--- src/rtl/pipelined_addsub.sv ---
// Pipelined ripple-carry adder/subtractor with a valid/ready stream interface.
// Define ADDSUB_SAT_EN to saturate the result to the signed range on overflow.
module pipelined_addsub #(
  parameter int unsigned WIDTH  = 16,
  parameter int unsigned STAGES = 4
) (
  input  logic             clk,
  input  logic             rst,
  input  logic             in_valid,
  output logic             in_ready,
  input  logic [WIDTH-1:0] a,
  input  logic [WIDTH-1:0] b,
  input  logic             cin,
  input  logic             sub,
  output logic             out_valid,
  input  logic             out_ready,
  output logic [WIDTH-1:0] sum,
  output logic             cout,
  output logic             ovf
);

  localparam int unsigned SW   = WIDTH / STAGES;
  localparam int unsigned LAST = STAGES - 1;

  logic              adv;
  logic [STAGES-1:0] v_q;
  logic [STAGES-1:0] c_q;
  logic              ovf_q;
  logic [WIDTH-1:0]  a_q   [STAGES];
  logic [WIDTH-1:0]  b_q   [STAGES];
  logic [WIDTH-1:0]  r_q   [STAGES];

  logic [STAGES-1:0] stg_v;
  logic [STAGES-1:0] stg_c;
  logic [WIDTH-1:0]  stg_a [STAGES];
  logic [WIDTH-1:0]  stg_b [STAGES];
  logic [WIDTH-1:0]  stg_r [STAGES];

  logic [STAGES-1:0] nx_c;
  logic [WIDTH-1:0]  nx_r  [STAGES];
  logic [SW:0]       part  [STAGES];
  logic              ovf_nx;
  logic [WIDTH-1:0]  fin_sum;

  // One global advance enable: every stage moves together or holds together.
  assign adv       = ~out_valid | out_ready;
  assign in_ready  = adv;
  assign out_valid = v_q[LAST];
  assign sum       = r_q[LAST];
  assign cout      = c_q[LAST];
  assign ovf       = ovf_q;

  // Stage inputs: stage 0 sees the port operands, later stages see the skew registers.
  always_comb begin
    stg_v    = '0;
    stg_c    = '0;
    for (int k = 0; k < STAGES; k++) begin
      stg_a[k] = '0;
      stg_b[k] = '0;
      stg_r[k] = '0;
    end
    stg_v[0] = in_valid;
    stg_a[0] = a;
    stg_b[0] = sub ? ~b : b;
    stg_c[0] = sub | cin;
    for (int k = 1; k < STAGES; k++) begin
      stg_v[k] = v_q[k-1];
      stg_c[k] = c_q[k-1];
      stg_a[k] = a_q[k-1];
      stg_b[k] = b_q[k-1];
      stg_r[k] = r_q[k-1];
    end
  end

  // Each stage ripples its own slice and merges it into the partial result.
  always_comb begin
    nx_c    = '0;
    ovf_nx  = 1'b0;
    fin_sum = '0;
    for (int k = 0; k < STAGES; k++) begin
      part[k] = (SW+1)'(stg_a[k][k*SW +: SW]) + (SW+1)'(stg_b[k][k*SW +: SW])
              + (SW+1)'(stg_c[k]);
      nx_c[k] = part[k][SW];
      nx_r[k] = stg_r[k];
      nx_r[k][k*SW +: SW] = part[k][SW-1:0];
    end
    ovf_nx  = (stg_a[LAST][WIDTH-1] == stg_b[LAST][WIDTH-1])
            & (nx_r[LAST][WIDTH-1] != stg_a[LAST][WIDTH-1]);
`ifdef ADDSUB_SAT_EN
    if (ovf_nx)
      fin_sum = stg_a[LAST][WIDTH-1] ? {1'b1, {(WIDTH-1){1'b0}}}
                                     : {1'b0, {(WIDTH-1){1'b1}}};
    else
      fin_sum = nx_r[LAST];
`else
    fin_sum = nx_r[LAST];
`endif
  end

  // Pipeline registers; the final stage zeroes data and flags for bubbles.
  always_ff @(posedge clk or posedge rst) begin
    if (rst) begin
      v_q   <= '0;
      c_q   <= '0;
      ovf_q <= 1'b0;
      for (int k = 0; k < STAGES; k++) begin
        a_q[k] <= '0;
        b_q[k] <= '0;
        r_q[k] <= '0;
      end
    end else if (adv) begin
      v_q   <= stg_v;
      ovf_q <= stg_v[LAST] & ovf_nx;
      for (int k = 0; k < STAGES; k++) begin
        a_q[k] <= stg_a[k];
        b_q[k] <= stg_b[k];
        if (k == int'(LAST)) begin
          r_q[k] <= stg_v[LAST] ? fin_sum : '0;
          c_q[k] <= stg_v[LAST] & nx_c[LAST];
        end else begin
          r_q[k] <= nx_r[k];
          c_q[k] <= nx_c[k];
        end
      end
    end
  end

endmodule

--- config.mk ---
export PLATFORM = sky130hd
export DESIGN_NAME = pipelined_addsub
export DESIGN_NICKNAME = d
export VERILOG_FILES = /design/src/rtl/pipelined_addsub.sv
export SDC_FILE = /design/constraint.sdc
export NUM_CORES = 1
export LEC_CHECK = 0
export CAP_MARGIN = 10
export CORE_ASPECT_RATIO = 1.4
export CORE_MARGIN = 10
export CORE_UTILIZATION = 30
export DETAILED_ROUTE_END_ITERATION = 7
export DONT_BUFFER_PORTS = 1
export PLACE_DENSITY = 0.46
export SLEW_MARGIN = 0
export SYNTH_ARGS = -nofsm -noshare
export SYNTH_HDL_FRONTEND = slang
export SYNTH_SLANG_ARGS = --single-unit
--- constraint.sdc ---
create_clock -name clk -period 3.4 [get_ports clk]
set_clock_uncertainty 0.2 [all_clocks]
set_input_delay 0.85 -clock clk [delete_from_list [all_inputs] [get_ports clk]]
set_output_delay 0.85 -clock clk [all_outputs]
set_load 0.05 [all_outputs]
# After elaboration in Yosys (flattened, before gate mapping)
# Cells that the tools add are included.
[op_classes]
add_sub_neg = 8
n_mul = 0
div_mod_pow = 0
n_lt_le_gt_ge = 0
eq_ne = 2
shifts = 0
mux = 2
bitwise_logic = 7
n_reduce_logical = 0
[op_table]
columns = ["cell", "n"]
rows = [
  ["16-bit 2-to-1 mux", 2],
  ["4-bit by 4-bit adder with 5-bit output", 4],
  ["5-bit by 1-bit adder with 5-bit output", 4],
  ["16-bit NOT", 1],
  ["1-bit AND", 3],
  ["1-bit OR", 2],
  ["1-bit equality test", 1],
  ["1-bit inequality test", 1],
  ["1-bit NOT", 1],
]
[totals]
register_bits = 145
latchBits = 0
ram_bits = 0
romBits = 0
inputBits = 38
out_inout_bits = 20
memories = 0

# Depth between registers and ports, before layout
# Gate-level depths: netlist of the first run.
[logic_depth]
word_depth = 5
ltp_mapped = 8
mapped_depth_nobuf = 6

# Least setup slack after synthesis of the first run
# No wires, ideal clock.
[synth_timing]
kind = "input to register"
startpoint = "in sub"
endpoint = "reg c_q[0]"
setup_time_ns = 0.140
arrival_ns = 2.634
t_required_ns = 3.060
slack_ns = 0.426
cell_stages = 8
path_cell_list = "buf_4 buf_4 or2_2 fa_1 fa_1 a21o_1 a21oi_1 a21oi_1"
[synth_between]
elab_chain_len = 3
word_cells_on_any_way = 4
classes_between = "add/sub: 2; mux: 1; bitwise: 1"
[synth_lines]
columns = ["element", "line_no", "source"]
rows = [
  ["start, declared", "14", "input logic sub,"],
  ["16-bit 2-to-1 mux", "64", "stg_b[0] = sub ? ~b : b;"],
  ["4-bit by 4-bit adder with 5-bit output", "81", "part[k] = (SW+1)'(stg_a[k][k*SW +: SW]) + (SW+1)'(stg_b[k][k*SW +: SW])"],
  ["5-bit by 1-bit adder with 5-bit output *", "82", "+ (SW+1)'(stg_c[k]);"],
  ["end signal, assigned by index", "119", "c_q[k] <= stg_v[LAST] & nx_c[LAST];"],
  ["end signal, assigned by index", "122", "c_q[k] <= nx_c[k];"],
  ["end, declared", "27", "logic [STAGES-1:0] c_q;"],
]
# Mark *: on every way between the ends. The rest lies on a longest branch, timed or not.
# A chain may end at the register's enable or synchronous reset.

# Final worst setup path of the first run
[layout_timing]
startpoint = "reg v_q[3]"
endpoint = "out in_ready"
[layout_between]
elab_chain_len = 2
[layout_lines]
columns = ["element", "line_no", "source"]
rows = [
  ["start, declared", "26", "logic [STAGES-1:0] v_q;"],
  ["start signal, assigned", "112", "v_q <= stg_v;"],
  ["1-bit NOT", "46", "assign adv = ~out_valid | out_ready;"],
  ["1-bit OR", "46", ""],
  ["end, declared", "10", "output logic in_ready,"],
]
# No other way between the ends.

==> flow_summary.toml, run 1 <==
[die]
rows = 52
coreArea_um2 = 14400
initial_core_util_pct = 30.3
die_area_um2 = 19800
fp.dieH_um = 163
die_w_um = 122
ios = 58

[timing]
rsz0062_at_grt = "no"
slew_viol_final = 0
period_share_pct = 74.8
final.min_clock_period_ps = 2540
final-setup-viol-count = 0
setup_ws_ps = 856
hold_slack_ps = 267
hold_viol = 0
max_freq_mhz = 393
relSlewSlack_pct = 30.8
fin_tns_setup_ps = 0
tightest_slew_ps = 1040

[critical_path]
worst-path-buf-inv = 1
r2r_slack_ps = 1060
start_kind = "flop"
timing.rr.start = "v_q[3]$_DFFE_PP0P_"
cp_max_fo = 2
arrival_ps = 1490
critPathLaunch = "v_q[3]$_DFFE_PP0P_"
cp_top_family = "flip-flops"
path_class = "flop to output port"
crit_path_top_delay_cell = "dfrtp_1"
end_kind = "output port"
required_ps = 2350
cp_slowest_stage_delay_ps = 640
crit_chain = "nor2b_4 > clkinv_2"

[synthesis]
synth.avg_cell_area_um2 = 9.36
ys_async_sr_fraction_pct = 100
yosysTopAreaCell = "dfrtp_1"
synth_area_um2 = 4360
synthCells = 466
synth_most_common_cell = "nand2_1"
synth_ff_type = "dfrtp_1"
synth_cell_type_count = 31
synth-edff-count = 0
synth_common_cells = "211 x nand2_1, 97 x dfrtp_1, 18 x nand3_1"
synth_top_area_share_pct = 55.7
synth-seq-cells = 97
synth_area_leaders = "dfrtp_1 56%, nand2_1 18%, fa_1 3.7%, ha_1 3.4%, xnor2_1 3.0%"
syn_nets = 524
ys_seq_area_share_pct = 55.7
yosys_warnings = 0

[power_and_ir_drop]
p_per_area_nw_per_um2 = 962
switchingPower_w = 0.00187
p_leak_nw = 2.38
comb_power_share_pct = 27.8
peakVddDrop_mv = 0.389
power_frac_seq_pct = 49.9
clockPowerShare_pct = 22.3
intPower_w = 0.00277
power_switching_share_pct = 40.4

[cts]
cts_hold_buf = 0
cts_setup_buffers = 0
clk_latency_ps = 350
htree_levels = 3
cts_tree = "done"
cts_resized = 0
clkSinkCount = 97
cts_made_buffers = 9
clk_path_buf_depth = 2
clockRootBuffer = "clkbuf_16"
path_clk_slew_ps = 70

[detailed_routing]
drtIter0Drc = 174
routed_wl_mm = 9.00
postRouteAntennaNets = 0
dr.pass1.iters = 4
vias = 2834
via_per_inst = 4.37
avgRoutedWirePerCell_um = 13.9
drc = 0

[outcome]
status = "completed"

[job]
max-cap-violations = 0

[placement]
pre_cts_ws_ps = 688
port_buffers = 0
place.gp.congestion = 0.739
placedCellCount = 633
dp_hpwl_mm = 5.83

[layout]
area_delta_synth_final_pct = 10.6
regArea_um2 = 2430
nFillCells = 1508
multi_input_area_um2 = 1760
antennaDiodeCount = 0
drive_above_1_share_pct = 5.22
nNetsFinal = 513
final_util_pct = 33.5
layout.cells.non_filler = 649

[global_route]
grt_pass1_vias = 2950
overflow = 0
grt_max_degree = 107
grt_usage_pct = 9.63
antenna_found_initial = 0
grt_pass1_wl_mm = 15.3

[min_path]
worstHoldStart = "nx_r[20]$_DFFE_PP0P_"
min_path_type = "flop to flop"
## cell families (layout without fill, tap and decap cells)
group | Yosys count | after routing | share of synthesized area (%)
buffers and inverters | 36 | 30 | 4.02
and+or+nand+nor | 246 | 246 | 22.7
AOI/OAI and AO/OA | 45 | 45 | 6.05
DFF | 97 | 97 | 55.7
muxes | 3 | 3 | 0.688
xor gates and xnor gates | 19 | 19 | 3.82
adders and majority gates | 20 | 20 | 7.11
## through the flow
stage	total power [W]	instance area [um2]
6_report	0.00464	4820
5_1_grt	0.00506	4820
4_1_cts	0.00474	4820
3_3_place_gp	0.00363	4520
2_1_floorplan	0.00333	4370
3_5_place_dp	0.00368	4520
## flip-flops by register name (all words and copies together) (netlist names)
name	flops
a_q	24
b_q	24
sum	16
fin_sum	12
nx_r	12
c_q	4
v_q	4
ovf	1
## routing by layer
metal / up-vias / wire (um) / GRT usage [%] / part of all wire, %
li1: 1452 / - / - / -
met1: 1324 / 4150 / 12.1 / 46
met2: 46 / 4010 / 14.2 / 45
met3: 12 / 652 / 3.64 / 7.2
met4: 0 / 185 / 4.57 / 2.1
met5: - / 0 / 0 / 0
## final timing paths
check                                                to  depth (start not counted)
worst max-delay path                           in_ready                          2
max in group asynchronous           a_q[53]$_DFFE_PP0P_                          2
worst min-delay path               nx_r[20]$_DFFE_PP0P_                          2
worst min register to register     nx_r[20]$_DFFE_PP0P_                          2
worst max register to register  fin_sum[11]$_DFFE_PP0P_                          4
min in group asynchronous            sum[5]$_DFFE_PP0P_                          2
## tightest hold or removal path, delay by kind of cell (launching register included)
kind	cells	cell delay (ps)
simple gates	2	100
flops	1	340
## power groups by stage
stage | Clock (W) | Sequential [W] | Combinational (W)
after global placement | 0 | 0.00234 | 0.00129
after CTS | 0.00108 | 0.00233 | 0.00133
final | 0.00104 | 0.00232 | 0.00129
after global routing | 0.00112 | 0.00240 | 0.00154
after detailed placement | 0 | 0.00236 | 0.00132
after floorplan | 0 | 0.00222 | 0.00112
## layout make-up
| class | instances | share of cell area (%) |
|---|---|---|
| clock buffers | 10 | 4.95 |
| clock inverters | 6 | 1.40 |
| inverters | 11 | 0.960 |
| well taps | 189 | 4.90 |
| flip-flops and latches | 97 | 50.3 |
| multi-input cells | 333 | 36.5 |
| repair buffers | 3 | 0.986 |
## placed cells by master, fill, tap and decap left out
cell type	instances
buf_12	2
or2_2	1
mux2i_1	3
nand3_1	18
a211oi_1	2
dfrtp_1	97
clkinvlp_4	3
xor2_1	4
bufinv_16	1
ha_1	12
buf_4	1
o31ai_1	2
o21ai_0	17
nor2b_1	4
clkbuf_8	1
nand2_2	1
o21ai_1	3
nand2b_1	1
a21oi_1	11
xnor2_1	15
nand2_1	211
nor2_1	5
clkinv_1	1
clkbuf_16	9
nand3b_1	1
fa_1	8
o2111ai_1	3
a21o_1	5
nor2b_4	1
or4_1	3
clkinv_2	2
clkinv_4	2
inv_1	8
a21boi_0	2
Power figures use the tool's default switching activity.
==> inputs of run 2 (changes only) <==
==> constraint.sdc (replaced) <==
create_clock -name clk -period 2.1 [get_ports clk]
set_clock_uncertainty 0.2 [all_clocks]
set_input_delay 0.525 -clock clk [delete_from_list [all_inputs] [get_ports clk]]
set_output_delay 0.525 -clock clk [all_outputs]
set_load 0.05 [all_outputs]
==> flow_summary.toml, run 2 (synthesized netlist as in run 1, its figures left out) <==
[power_and_ir_drop]
p_total_w = 0.00760
p_per_area_nw_per_um2 = 1530
p_leak_nw = 2.45
peakVddDrop_mv = 0.457

[detailed_routing]
dr.pass1.iters = 4
postRouteAntennaNets = 0
drtIter0Drc = 98
drc = 0
via_per_inst = 4.35
avgRoutedWirePerCell_um = 13.5
vias = 2881
routed_wl_mm = 8.92

[die]
rows = 52
initial_core_util_pct = 30.3
die_area_um2 = 19800
ios = 58
die_w_um = 122
fp.dieH_um = 163
coreArea_um2 = 14400

[critical_path]
required_ps = 1370
timing.rr.start = "c_q[2]$_DFFE_PP0P_"
path_class = "flop to output port"
arrival_ps = 1270
crit_chain = "nor2b_4 > clkinv_2 > buf_12"
cp_top_family = "flip-flops"
cp_slowest_stage_delay_ps = 350
cp_max_fo = 5
reg2reg_depth = 5
start_kind = "flop"
crit_path_top_delay_cell = "dfrtp_1"
end_kind = "output port"
r2r-end = "c_q[3]$_DFFE_PP0P_"
worst-path-buf-inv = 2
r2r_slack_ps = 120

[min_path]
worstHoldStart = "a[14]"
min_to = "a_q[62]$_DFFE_PP0P_"
min_path_type = "input port to flop"
hold_depth = 2

[global_route]
overflow = 0
grt_max_degree = 44
grt_pass1_wl_mm = 15.0
grt_pass1_vias = 2926
grt_usage_pct = 9.51
antenna_found_initial = 0

[timing]
tightest_slew_ps = 679
rsz0062_at_grt = "no"
hold_viol = 0
slew_viol_final = 0
final-setup-viol-count = 0
period_share_pct = 95.0
final.min_clock_period_ps = 2000
max_freq_mhz = 501
relSlewSlack_pct = 54.6
fin_tns_setup_ps = 0

[outcome]
status = "completed"

[layout]
antennaDiodeCount = 0
drive_above_1_share_pct = 8.46
nNetsFinal = 526
area_delta_synth_final_pct = 13.8
layout.cells.non_filler = 662
layout_commonest_cell = "nand2_1"
final_util_pct = 34.5
final_cell_mix = "211 x nand2_1, 97 x dfrtp_1, 18 x nand3_1"

[cts]
clk_latency_ps = 340
clk_path_buf_depth = 2
clockRootBuffer = "clkbuf_16"
clkSinkCount = 97
cts_made_buffers = 9
htree_levels = 3
path_clk_slew_ps = 70
cts_tree = "done"

[placement]
placedCellCount = 645
place.gp.congestion = 0.726
port_buffers = 0
dp_hpwl_mm = 6.46

[job]
max-cap-violations = 0
-- run 2: cell types whose count changed in the layout (fill, tap and decap cells not counted) --
| cell | previous run | this run |
|---|---|---|
| clkbuf_1 | 0 | 1 |
| inv_6 | 0 | 1 |
| buf_4 | 1 | 10 |
| clkinv_1 | 1 | 0 |
| or2_2 | 1 | 0 |
| clkinv_2 | 2 | 3 |
| fa_1 | 8 | 4 |
| dlygate4sd3_1 | 0 | 1 |
| or2_4 | 0 | 1 |
| buf_12 | 2 | 5 |
| fa_2 | 0 | 4 |
| clkbuf_8 | 1 | 0 |
| clkinv_4 | 2 | 1 |
-- run 2: worst max path at each step --
stage / from / end / slack [ps] / cells after the start
final: v_q[3]$_DFFE_PP0P_ / in_ready / 100 / 3
after global routing: v_q[3]$_DFFE_PP0P_ / in_ready / 8 / 3
after CTS: c_q[0]$_DFFE_PP0P_ / c_q[1]$_DFFE_PP0P_ / 60 / 5
after detailed placement: cin / c_q[0]$_DFFE_PP0P_ / -210 / 6
after global placement: cin / c_q[0]$_DFFE_PP0P_ / -190 / 6
after floorplan: sub / c_q[0]$_DFFE_PP0P_ / -390 / 8
-- run 2: layout make-up --
| type | count | area (um2) |
|---|---|---|
| Fill cell | 1470 | 9410 |
| Sequential cell | 97 | 2430 |
| Multi-Input combinational cell | 333 | 1770 |
| Tap cell | 189 | 236 |
| Clock buffer | 10 | 229 |
| Timing Repair Buffer | 16 | 185 |
| Clock inverter | 6 | 67.6 |
| Inverter | 11 | 47.5 |
-- run 2: worst register-to-register path, delay by kind of cell (launching register included) --
family	cells	cell delay [ps]
adder cells (fa/ha/maj)	2	870
flip-flops	1	400
AO/OA/AOI/OAI	3	400
-- run 2: per-layer routing --
layer / global-route usage [%] / vias up / wire (um)
met5: 0 / - / 0
met4: 4.57 / 0 / 180
met3: 3.54 / 10 / 633
met2: 13.9 / 54 / 4000
met1: 12.1 / 1327 / 4100
li1: - / 1490 / -
-- run 2: where the power goes --
part,switching [W],internal [W]
sequential,0.00104,0.00265
combinational,0.00129,0.000967
clock,0.000709,0.000928
-- run 2: stage by stage --
step	setup slack [ps]	instance area, um2	hold WS, ps
detailed placement	-208	4650	255
global placement	-192	4650	251
floorplan	-395	4390	238
global route	7.77	4960	75.8
CTS	64.0	4960	72.2
finish	104	4960	87.5
-- run 2: repair_timing --
item	in CTS	in global routing
hold buffers	1	0
gates resized for setup	0	2
endpoints found under the hold margin	21	0
buffers inserted	0	0
setup endpoints to repair	0	2
==> inputs of run 3 (changes only) <==
--- a/config.mk
+++ b/config.mk
@@ -8,10 +8,10 @@
 export CAP_MARGIN = 10
 export CORE_ASPECT_RATIO = 1.4
 export CORE_MARGIN = 10
-export CORE_UTILIZATION = 30
+export CORE_UTILIZATION = 40
 export DETAILED_ROUTE_END_ITERATION = 7
 export DONT_BUFFER_PORTS = 1
-export PLACE_DENSITY = 0.46
+export PLACE_DENSITY = 0.57
 export SLEW_MARGIN = 0
 export SYNTH_ARGS = -nofsm -noshare
 export SYNTH_HDL_FRONTEND = slang
==> flow_summary.toml, run 3 (synthesized netlist as in run 1, its figures left out) <==
[power_and_ir_drop]
switchingPower_w = 0.00294
power_switching_share_pct = 38.6
p_per_area_nw_per_um2 = 1560
comb_power_share_pct = 29.0
peakVddDrop_mv = 0.466
power_frac_seq_pct = 48.5
intPower_w = 0.00467
p_leak_nw = 2.44
clockPowerShare_pct = 22.6

[critical_path]
path_class = "flop to flop"
end_kind = "flop"
arrival_ps = 1990
r2r_slack_ps = 120
r2r-end = "c_q[1]$_DFFE_PP0P_"
crit_chain = "fa_1 > fa_2 > a21o_1 > a21oi_1 > a21oi_1"
timing.rr.start = "c_q[0]$_DFFE_PP0P_"
cp_common_cell = "a21oi_1"
crit_path_top_delay_cell = "fa_1"
cp_slowest_stage_delay_ps = 470
cp_max_fo = 2
required_ps = 2100
start_kind = "flop"
reg2reg_depth = 5

[min_path]
min_path_type = "input port to flop"
hold_depth = 2
worstHoldStart = "a[5]"
min_to = "a_q[53]$_DFFE_PP0P_"

[die]
coreArea_um2 = 10800
die_area_um2 = 15500
ios = 58
rows = 45
die_w_um = 108
initial_core_util_pct = 40.6
fp.dieH_um = 144

[detailed_routing]
drc = 0
postRouteAntennaNets = 0
vias = 2853
via_per_inst = 4.68
drtIter0Drc = 132
routed_wl_mm = 8.14
dr.pass1.iters = 4
avgRoutedWirePerCell_um = 13.4

[layout]
drive_above_1_share_pct = 7.26
fin_area_um2 = 4880
antennaDiodeCount = 0
area_delta_synth_final_pct = 11.8
final_util_pct = 45.4
final_cell_mix = "211 x nand2_1, 97 x dfrtp_1, 18 x nand3_1"
layout_commonest_cell = "nand2_1"
nNetsFinal = 522

[cts]
htree_levels = 3
clkSinkCount = 97
clockRootBuffer = "clkbuf_16"
cts_setup_buffers = 0
clk_path_buf_depth = 2
clk_latency_ps = 340
cts_tree = "done"
path_clk_slew_ps = 60
cts_made_buffers = 9

[global_route]
grt_pass1_wl_mm = 14.3
antenna_found_initial = 0
grt_max_degree = 76
overflow = 0
grt_pass1_vias = 2862
grt_usage_pct = 11.5

[placement]
pre_cts_ws_ps = -193
place.gp.congestion = 0.768
port_buffers = 0
dp_hpwl_mm = 5.73
dpl-instance-area_um2 = 4550

[outcome]
status = "completed"

[timing]
slew_viol_final = 0
period_share_pct = 94.4
rsz0062_at_grt = "no"
final.min_clock_period_ps = 1980
tightest_slew_ps = 501
relSlewSlack_pct = 66.6
setup_ws_ps = 118
hold_viol = 0
hold_slack_ps = 97.8
final-setup-viol-count = 0
max_freq_mhz = 505
fin_tns_setup_ps = 0

[job]
max-cap-violations = 0
[run 3: cell count changes in the layout (fill, tap and decap cells not counted), sizes merged]
cell | before | now
clkinv | 4 | 3
clkinvlp | 3 | 1
buf | 15 | 11
bufinv | 1 | 2
clkbuf | 10 | 12
inv | 9 | 8
[run 3: worst max-delay path by stage]
stage	slack, ps	from	depth (start not counted)	end
after global routing	40	c_q[0]$_DFFE_PP0P_	5	c_q[1]$_DFFE_PP0P_
final	120	c_q[0]$_DFFE_PP0P_	5	c_q[1]$_DFFE_PP0P_
after detailed placement	-190	cin	6	c_q[0]$_DFFE_PP0P_
after CTS	50	c_q[0]$_DFFE_PP0P_	5	c_q[1]$_DFFE_PP0P_
after floorplan	-390	sub	8	c_q[0]$_DFFE_PP0P_
after global placement	-180	cin	6	c_q[0]$_DFFE_PP0P_
[run 3: worst max-delay path: cells and delay by family, from the launching register on]
family	cells	cell delay, ps
adders and majority gates	2	840
AOI/OAI and AO/OA	3	410
DFF	1	400
[run 3: final cells by class]
cell class | count | area, um2
fill | 1057 | 5880
sequential | 97 | 2430
multi-input combinational | 333 | 1770
clock buffer | 12 | 246
tap | 141 | 176
timing repair buffer | 12 | 143
clock inverter | 3 | 65.1
inverter | 11 | 47.5
[run 3: routing by layer]
metal | vias to the layer above | track usage (%) | share of wire, %
met4 | 0 | 5.43 | 2.2
met5 | - | 0 | 0
met1 | 1319 | 14.7 | 46
met3 | 11 | 4.03 | 6.4
met2 | 45 | 16.8 | 46
li1 | 1478 | - | -
[run 3: stage by stage]
step | cells | total power (W)
after floorplan | 466 | 0.00541
after global placement | 593 | 0.00591
after detailed placement | 593 | 0.00598
after CTS | 609 | 0.00774
after global routing | 609 | 0.00828
final | 609 | 0.00761
[run 3: power groups by stage]
stage / clock, W / sequential (W) / combinational (W)
detailed placement: 0 / 0.00375 / 0.00224
finish: 0.00172 / 0.00369 / 0.00221
floorplan: 0 / 0.00359 / 0.00182
CTS: 0.00178 / 0.00371 / 0.00225
global route: 0.00186 / 0.00382 / 0.00260
global placement: 0 / 0.00372 / 0.00219
[run 3: repair_timing]
item,CTS,global route
setup endpoints to repair,0,2
hold endpoints to repair,97,0
hold buffers,1,0
gates resized for setup,0,2
